<file path="src/rtl/aes_stream_ctrl.sv">
// Sequencer between a valid/ready block stream and the aes core: one core operation per block.
// Latency: accept at N, core_load_o at N+1, out_valid_o one cycle after the core's ready edge.
// Backpressure: in_ready_o drops while busy, while a key load is offered, or while the output register is stalled.
module aes_stream_ctrl #(
    parameter int TIMEOUT_CYC = 64,
    parameter int CNT_W       = 16
) (
    input  logic             clk,
    input  logic             reset,
    input  logic             key_valid_i,
    input  logic [127:0]     key_i,
    input  logic             dir_i,
    output logic             key_ready_o,
    input  logic             in_valid_i,
    input  logic [127:0]     in_data_i,
    output logic             in_ready_o,
    output logic             out_valid_o,
    output logic [127:0]     out_data_o,
    input  logic             out_ready_i,
    output logic             core_load_o,
    output logic             core_decrypt_o,
    output logic [127:0]     core_key_o,
    output logic [127:0]     core_data_o,
    input  logic             core_ready_i,
    input  logic [127:0]     core_data_i,
    output logic             busy_o,
    output logic             err_timeout_o,
    output logic [CNT_W-1:0] blk_cnt_o
);

    localparam int TW = $clog2(TIMEOUT_CYC);

    typedef enum logic [1:0] {
        IDLE = 2'd0,
        LOAD = 2'd1,
        WAIT = 2'd2
    } state_t;

    state_t        state;
    logic          key_loaded;
    logic          ready_q;
    logic [TW-1:0] tmo_cnt;
    logic          in_fire;
    logic          done;

    assign key_ready_o = (state == IDLE);
    assign busy_o      = (state != IDLE);
    // A pending key load takes the cycle; a stalled output register blocks new launches.
    assign in_ready_o  = key_ready_o & key_loaded & ~key_valid_i & (~out_valid_o | out_ready_i);
    assign in_fire     = in_valid_i & in_ready_o;
    assign done        = (state == WAIT) & core_ready_i & ~ready_q;

    always_ff @(posedge clk or negedge reset) begin
        if (!reset) begin
            state          <= IDLE;
            key_loaded     <= 1'b0;
            ready_q        <= 1'b0;
            tmo_cnt        <= '0;
            core_load_o    <= 1'b0;
            core_decrypt_o <= 1'b0;
            core_key_o     <= '0;
            core_data_o    <= '0;
            out_valid_o    <= 1'b0;
            out_data_o     <= '0;
            err_timeout_o  <= 1'b0;
            blk_cnt_o      <= '0;
        end else begin
            ready_q     <= core_ready_i;
            core_load_o <= 1'b0;
            if (out_valid_o && out_ready_i) begin
                out_valid_o <= 1'b0;
            end
            case (state)
                IDLE: begin
                    if (key_valid_i) begin
                        core_key_o     <= key_i;
                        core_decrypt_o <= dir_i;
                        key_loaded     <= 1'b1;
                        err_timeout_o  <= 1'b0;
                    end else if (in_fire) begin
                        core_data_o <= in_data_i;
                        core_load_o <= 1'b1;
                        state       <= LOAD;
                    end
                end
                LOAD: begin
                    tmo_cnt <= '0;
                    state   <= WAIT;
                end
                WAIT: begin
                    if (done) begin
                        out_data_o  <= core_data_i;
                        out_valid_o <= 1'b1;
                        blk_cnt_o   <= blk_cnt_o + CNT_W'(1);
                        state       <= IDLE;
                    end else if (tmo_cnt == TW'(TIMEOUT_CYC - 1)) begin
                        // Hung core: drop the block without counting it.
                        err_timeout_o <= 1'b1;
                        state         <= IDLE;
                    end else begin
                        tmo_cnt <= tmo_cnt + TW'(1);
                    end
                end
                default: state <= IDLE;
            endcase
        end
    end

endmodule

</file>
<file path="config.mk">
export PLATFORM = sky130hd
export DESIGN_NAME = aes_stream_ctrl
export DESIGN_NICKNAME = d
export VERILOG_FILES = /design/src/rtl/aes_stream_ctrl.sv
export SDC_FILE = /design/constraint.sdc
export NUM_CORES = 1
export LEC_CHECK = 0
export ABC_AREA = 1
export CAP_MARGIN = 40
export CELL_PAD_IN_SITES_DETAIL_PLACEMENT = 0
export CELL_PAD_IN_SITES_GLOBAL_PLACEMENT = 1
export CORE_AREA = 4 4 310 312
export DETAILED_ROUTE_END_ITERATION = 16
export DIE_AREA = 0 0 314 316
export GPL_TIMING_DRIVEN = 0
export HOLD_SLACK_MARGIN = 0.02
export PLACE_DENSITY = 0.56
export SYNTH_ARGS = -nofsm -noshare
export SYNTH_HDL_FRONTEND = slang
export SYNTH_SLANG_ARGS = --single-unit
</file>
<file path="constraint.sdc">
create_clock -name clk -period 2.6 [get_ports clk]
set_clock_uncertainty 0.15 [all_clocks]
set_input_delay 0.65 -clock clk [delete_from_list [all_inputs] [get_ports clk]]
set_output_delay 0.65 -clock clk [all_outputs]
set_load 0.05 [all_outputs]
</file>
==> metrics.txt, run 1 <==
Seq cells post-synth=414; area of the mapped netlist=15,960 um2; antenna viol nets, final=0; core area=93,050 um2; area leader, netlist=dfrtp_1; Final Hold Vio Count=0; fin crit share=0.9818; Leakage=14.22 nW; DRC marker count from the first detailed-route iteration=754; Synth Net Count=2,228; Sw Share=0.5202; Die Y=316 um; R2R Setup Slk=0.32 ns; Tmin final=2.553 ns; initial antenna violation count=7; Num CTS Buffers=52; Synth top area share=0.6493; post-route cell area=27,010 um2; routed len/inst=19.20 um; Area Overhead vs Synth=69.28%; Max-Cap Viols=0; peak supply drop=0.0006289 V; Rows=112; GRT Util Overall=0.1482; drt first pass iters=5; TritonCTS Sinks=414; die width=314 um; synth warn=0; Setup CP Type=primary input to output pin; Distinct cells, synth=24; top cells by area, synth=dfrtp_1, nand2_1, buf_2; dpl cells=3,894; Critical Path RT=1.80 ns; CTS Root Cell=clkbuf_16; power share of the combinational group=0.527; worst hold path class=flip-flop to flip-flop; Reg clk slew, reported paths=0.06 ns; CP Launch Type=primary input; critical path fanouts, max=3; capturing point of the worst reg2reg path=out_data_o[40]$_DFFE_PN0P_; total global routing overflow=0; global-route wire length before repair=108,200 um; via total after detailed routing=14.68k; largest net degree at the start of global routing=106; register area share after synthesis=0.6493; Sw Pwr=20.32 mW; HPWL Detailed=60,370 um; RR Startpoint=state[0]$_DFFE_PN0P_; share of layout cells above drive strength 1=0.06976; Finish-stage setup viols=0; drt drc=0; fin. max-slew vios=0; number of global-route vias before repair=15.18k; CTS tree=yes; Top Ports=798; Die ar.=99,220 um2; clock group share of total power=0.191; H-tree Lvls=2; Power Density=1446 nW/um2; I/O Buffers=797; Post-Layout Cell Count=3,999; synthesized instance count=1,835; Synth Area per Inst=8.696 um2; P_int=18.74 mW; hold_sp=core_key_o[47]$_DFFE_PN0P_; fmax=0.3917 GHz; RSZ-0062 raised after global routing=yes; routed vias/inst=3.672; crit path DAT=1.75 ns; Max clock buf depth=3; Tightest Pin Transition=0.8354 ns; worst-skew pair later-pin latency=0.59 ns; Routed WL=76,780 um; DP Area=25,670 um2; Final #Nets=3,087; status=complete, no violations; initial core utilization=0.1715; Seq pwr share=0.282; Worst setup EP type=output pin; Hold EP=core_key_o[47]$_DFFE_PN0P_; RD Place Congestion=0.8257; WHS Path Cells=2; R2R depth=9; Slew HR=0.4452; overall power=39.07 mW
## layout make-up
type,count,area (um2)
Inverter,30,112.6
Tap cell,1254,1569
Sequential cell,414,10360
Clock inverter,23,209.0
Buffer,85,457.9
Fill cell,10160,66040
Multi-Input combinational cell,1305,5045
Antenna cell,7,17.52
Timing Repair Buffer,806,7691
Clock buffer,75,1549
## registers in the layout (all words and copies together), names as in the netlist
| name | count |
|---|---|
| core_load_o | 1 |
| tmo_cnt | 6 |
| blk_cnt_o | 16 |
| key_loaded | 1 |
| core_key_o | 128 |
| out_data_o | 128 |
| ready_q | 1 |
| core_data_o | 128 |
| out_valid_o | 1 |
| state | 2 |
| err_timeout_o | 1 |
| core_decrypt_o | 1 |
## cell families after synthesis
| kind of cell | Yosys count | share of synthesized area |
|---|---|---|
| flops | 414 | 0.6493 |
| simple gates | 1277 | 0.3031 |
| compound gates | 19 | 0.006351 |
| xor+xnor | 7 | 0.003842 |
| fa+ha+maj | 2 | 0.001568 |
| buf+inv | 116 | 0.03583 |
## layer usage
layer	vias to the layer above	GRT usage	wire (um)
li1	7288	-	-
met1	6912	0.1839	31930
met2	390	0.2546	38520
met3	90	0.03985	4716
met4	4	0.03994	1599
met5	-	0	20
## power groups by stage
| stage | clock [mW] | sequential [mW] | combinational [mW] |
|---|---|---|---|
| 2_1_floorplan | 0 | 21.4 | 3.30 |
| 3_3_place_gp | 0 | 11.2 | 22.9 |
| 3_5_place_dp | 0 | 11.2 | 22.9 |
| 4_1_cts | 7.81 | 11.0 | 21.0 |
| 5_1_grt | 8.04 | 11.4 | 21.7 |
| 6_report | 7.47 | 11.0 | 20.6 |
## per-stage QoR
step	setup slack, ns	hold slack (ns)	setup TNS, ns	utilization
6_report	0.04726	0.3108	0	0.2903
2_1_floorplan	0.6049	0.2044	0	-
5_1_grt	-0.008975	0.3250	-0.008975	0.2902
3_5_place_dp	-0.6734	0.3025	-57.52	0.2759
4_1_cts	0.00002209	0.3046	0	0.2898
3_3_place_gp	-20.24	0.2964	-8405.37	0.2741
## cell usage in the layout (no fill, tap or decap), types with 14 or more instances in the layout
master           netlist  layout
buf_2                 61      62
nand2_1             1230    1230
o21ai_0               15      15
buf_4                 14      14
nand3_1               14      14
inv_1                 24      24
clkbuf_1               8      16
clkbuf_8               0      14
nor2_1                24      24
clkdlybuf4s50_1        0     392
dfrtp_1              414     414
clkbuf_16              0      53
clkinv_2               0      15
dlygate4sd2_1          0     387
## synth_stat cells, drive strengths merged
cell and n:
nand2 1231, dfrtp 414, buf 78, inv 30
nor2 25, o21ai 16, nand3 14, clkbuf 8
nand4 5, xnor2 4, xor2 3, a21oi 2
ha 2, nor3 1, o31ai 1, or2 1
## worst max path at each step
| stage | start | end | cells past startpoint |
|---|---|---|---|
| after floorplan | key_valid_i | in_ready_o | 3 |
| after global placement | reset | core_data_o[85]$_DFFE_PN0P_ | 1 |
| after detailed placement | core_ready_i | out_data_o[2]$_DFFE_PN0P_ | 9 |
| after CTS | core_key_o[115]$_DFFE_PN0P_ | core_key_o[115] | 1 |
| after global routing | state[0]$_DFFE_PN0P_ | in_ready_o | 6 |
| final | out_ready_i | in_ready_o | 6 |
## critical path: stages
cell and delay (ns):
clkdlybuf4s50_1 0.45, inv_1 0.03, nand2_1 0.28, nand2_1 0.09, inv_1 0.07, buf_6 0.16
## repair_timing
action	in CTS	in global routing
resized for setup	415	11
endpoints found under the hold margin	42	0
hold buffers	1	0
setup buffers	1	0
gates cloned	0	0
setup endpoints to repair	396	12
(Power assumes the default switching activity.)
==> inputs of run 2 (changes only) <==
- MAX_ROUTING_LAYER: default -> met4
- SLEW_MARGIN: default -> 25
==> run 2 against run 1 <==
  * First-iteration DRC count rose by 12%
  * Cell area rose by 0.25%
  * Clock-buffer cell count rose by 5
  * Setup slack got worse by 0.0074 ns
  * Non-clock buffer count fell by 1
  * Critical path depth did not move
  * Largest cell class unchanged
  * Highest routed layer is now met4
  * Global-route usage rose by 0.39 points
  * Maximum frequency fell by 0.29%
  * Final cell count barely moved
  * Utilization rose by 0.073 points
  * Critical path type unchanged
  * Sequential power barely moved
==> metrics.txt, run 2 (synthesis results as in run 1) <==
status=complete, no violations; drt first pass iters=5 (unchanged); Num CTS Buffers=52 (unchanged); fin crit share=0.9847 (+0.002853); Critical Path RT=1.80 ns (about the same); Max-Cap Viols=0 (unchanged); Tmin final=2.560 ns (+0.007417 ns); most frequent cells in the layout=nand2_1, dfrtp_1, clkdlybuf4s50_1; Die Y=316 um (unchanged); Routed WL=76,720 um (about the same); global-route wire length before repair=107,700 um (-0.47%); commonest non-fill, non-tap cell in the layout=nand2_1; Die ar.=99,220 um2 (unchanged); R2R depth=9 (unchanged); Setup CP Type=primary input to output pin; total global routing overflow=0 (unchanged); Final #Nets=3,086 (-0.032%); fmax=0.3906 GHz (-0.29%); drt drc=0 (unchanged); Rows=112 (unchanged); peak supply drop=0.0005836 V (-7.2%); critical path fanouts, max=3 (unchanged); Reg clk slew, reported paths=0.06 ns (about the same); I/O Buffers=797 (unchanged); routed len/inst=19.19 um (about the same); CTS tree=yes; Largest regs=core_data_o x128, core_key_o x128, out_data_o x128; RD Place Congestion=0.8382 (+1.5%); die width=314 um (unchanged); fin. max-slew vios=0 (unchanged); Max clock buf depth=3 (unchanged); CP Launch Type=primary input; Tightest Pin Transition=0.7972 ns (-0.03822 ns); largest net degree at the start of global routing=80 (-25%); Top Ports=798 (unchanged); Worst Hold Margin=0.3123 ns (+0.001432 ns); HPWL Detailed=60,490 um (+0.21%); DRC marker count from the first detailed-route iteration=844 (+12%); share of layout cells above drive strength 1=0.06479 (-0.004971); via total after detailed routing=14.67k (-0.12%); Finish-stage setup viols=0 (unchanged); final core occ=0.2910 (+0.0007260); initial antenna violation count=11 (+4); number of global-route vias before repair=15.20k (+0.086%); Leakage=14.31 nW (+0.66%); initial core utilization=0.1715 (unchanged); Final Hold Vio Count=0 (unchanged); crit path DAT=1.76 ns (about the same); CTS Root Cell=clkbuf_16; TritonCTS Sinks=414 (unchanged); core area=93,050 um2 (unchanged); Area Overhead vs Synth=69.70%; antenna viol nets, final=0 (unchanged); WHS Path Cells=2 (unchanged); GRT Util Overall=0.1521 (+0.003901); Worst setup EP type=output pin; worst hold path class=flip-flop to flip-flop; Slew HR=0.4686 (+0.02331); Power Density=1449 nW/um2 (+0.16%); RSZ-0062 raised after global routing=no; routed vias/inst=3.669 (about the same); worst-skew pair later-pin latency=0.58 ns (about the same); H-tree Lvls=2 (unchanged)
-- run 2: changes by cell type in the layout (fill, tap and decap cells not counted), moves of 9 or more --
cell             before  now
dlygate4sd2_1       387  348
dlymetal6s2s_1       10   29
clkbuf_1             16   25
clkinv_2             15    5
clkdlybuf4s50_1     392  412
-- run 2: worst max-delay path, stage by stage --
cell and delay [ns]:
clkdlybuf4s50_1 0.45, inv_1 0.04, nand2_1 0.29, nand2_1 0.09, inv_1 0.07, buf_6 0.16
-- run 2: worst paths after layout --
check	start	to	slack, ns
worst max-delay path	out_ready_i	in_ready_o	0.04
worst max register to register	state[0]$_DFFE_PN0P_	out_data_o[40]$_DFFE_PN0P_	0.33
worst min register to register	core_key_o[126]$_DFFE_PN0P_	core_key_o[126]$_DFFE_PN0P_	0.31
worst min-delay path	core_key_o[126]$_DFFE_PN0P_	core_key_o[126]$_DFFE_PN0P_	0.31
min in group asynchronous	reset	core_key_o[1]$_DFFE_PN0P_	0.41
max in group asynchronous	reset	core_data_o[36]$_DFFE_PN0P_	0.60
-- run 2: layout make-up --
| class | instances | area [um2] |
|---|---|---|
| Clock inverter | 13 | 200.2 |
| Multi-Input combinational cell | 1305 | 5036 |
| Sequential cell | 414 | 10360 |
| Inverter | 30 | 112.6 |
| Buffer | 85 | 457.9 |
| Clock buffer | 80 | 1528 |
| Tap cell | 1254 | 1569 |
| Timing Repair Buffer | 805 | 7787 |
| Antenna cell | 11 | 27.53 |
| Fill cell | 10180 | 65970 |
-- run 2: power breakdown --
| part | internal, mW | total, mW | switching, mW |
|---|---|---|---|
| Sequential | 9.40 | 11.0 | 1.61 |
| Combinational | 5.07 | 20.8 | 15.7 |
| Clock | 4.51 | 7.46 | 2.94 |
| Total | 19.0 | 39.2 | 20.2 |
-- run 2: timing repair --
item	CTS	global route
setup buffers	0	0
endpoints found under the setup margin	355	33
hold endpoints to repair	43	0
resized for setup	371	32
hold buffers	1	0
-- run 2: layer usage --
metal,track usage,share of wire,vias to the layer above,wire length [um]
met1,0.1836,0.42,6856,31900
met4,0.04778,0.027,0,2043
met5,-,0,-,0
met2,0.2499,0.49,415,37870
li1,-,-,7291,-
met3,0.03900,0.064,104,4903
-- run 2: through the flow --
step | TNS (ns) | total power, mW | cells | area (um2) | setup WS (ns)
after CTS | 0 | 39.96 | 3987 | 26980 | 0.0002164
final | 0 | 39.23 | 3997 | 27080 | 0.03985
after global placement | -8405.37 | 34.06 | 3886 | 25500 | -20.24
after detailed placement | -60.83 | 34.09 | 3895 | 25700 | -0.6831
after floorplan | 0 | 24.71 | 1835 | 15960 | 0.6049
after global routing | 0 | 41.31 | 3996 | 27080 | 0.0005720
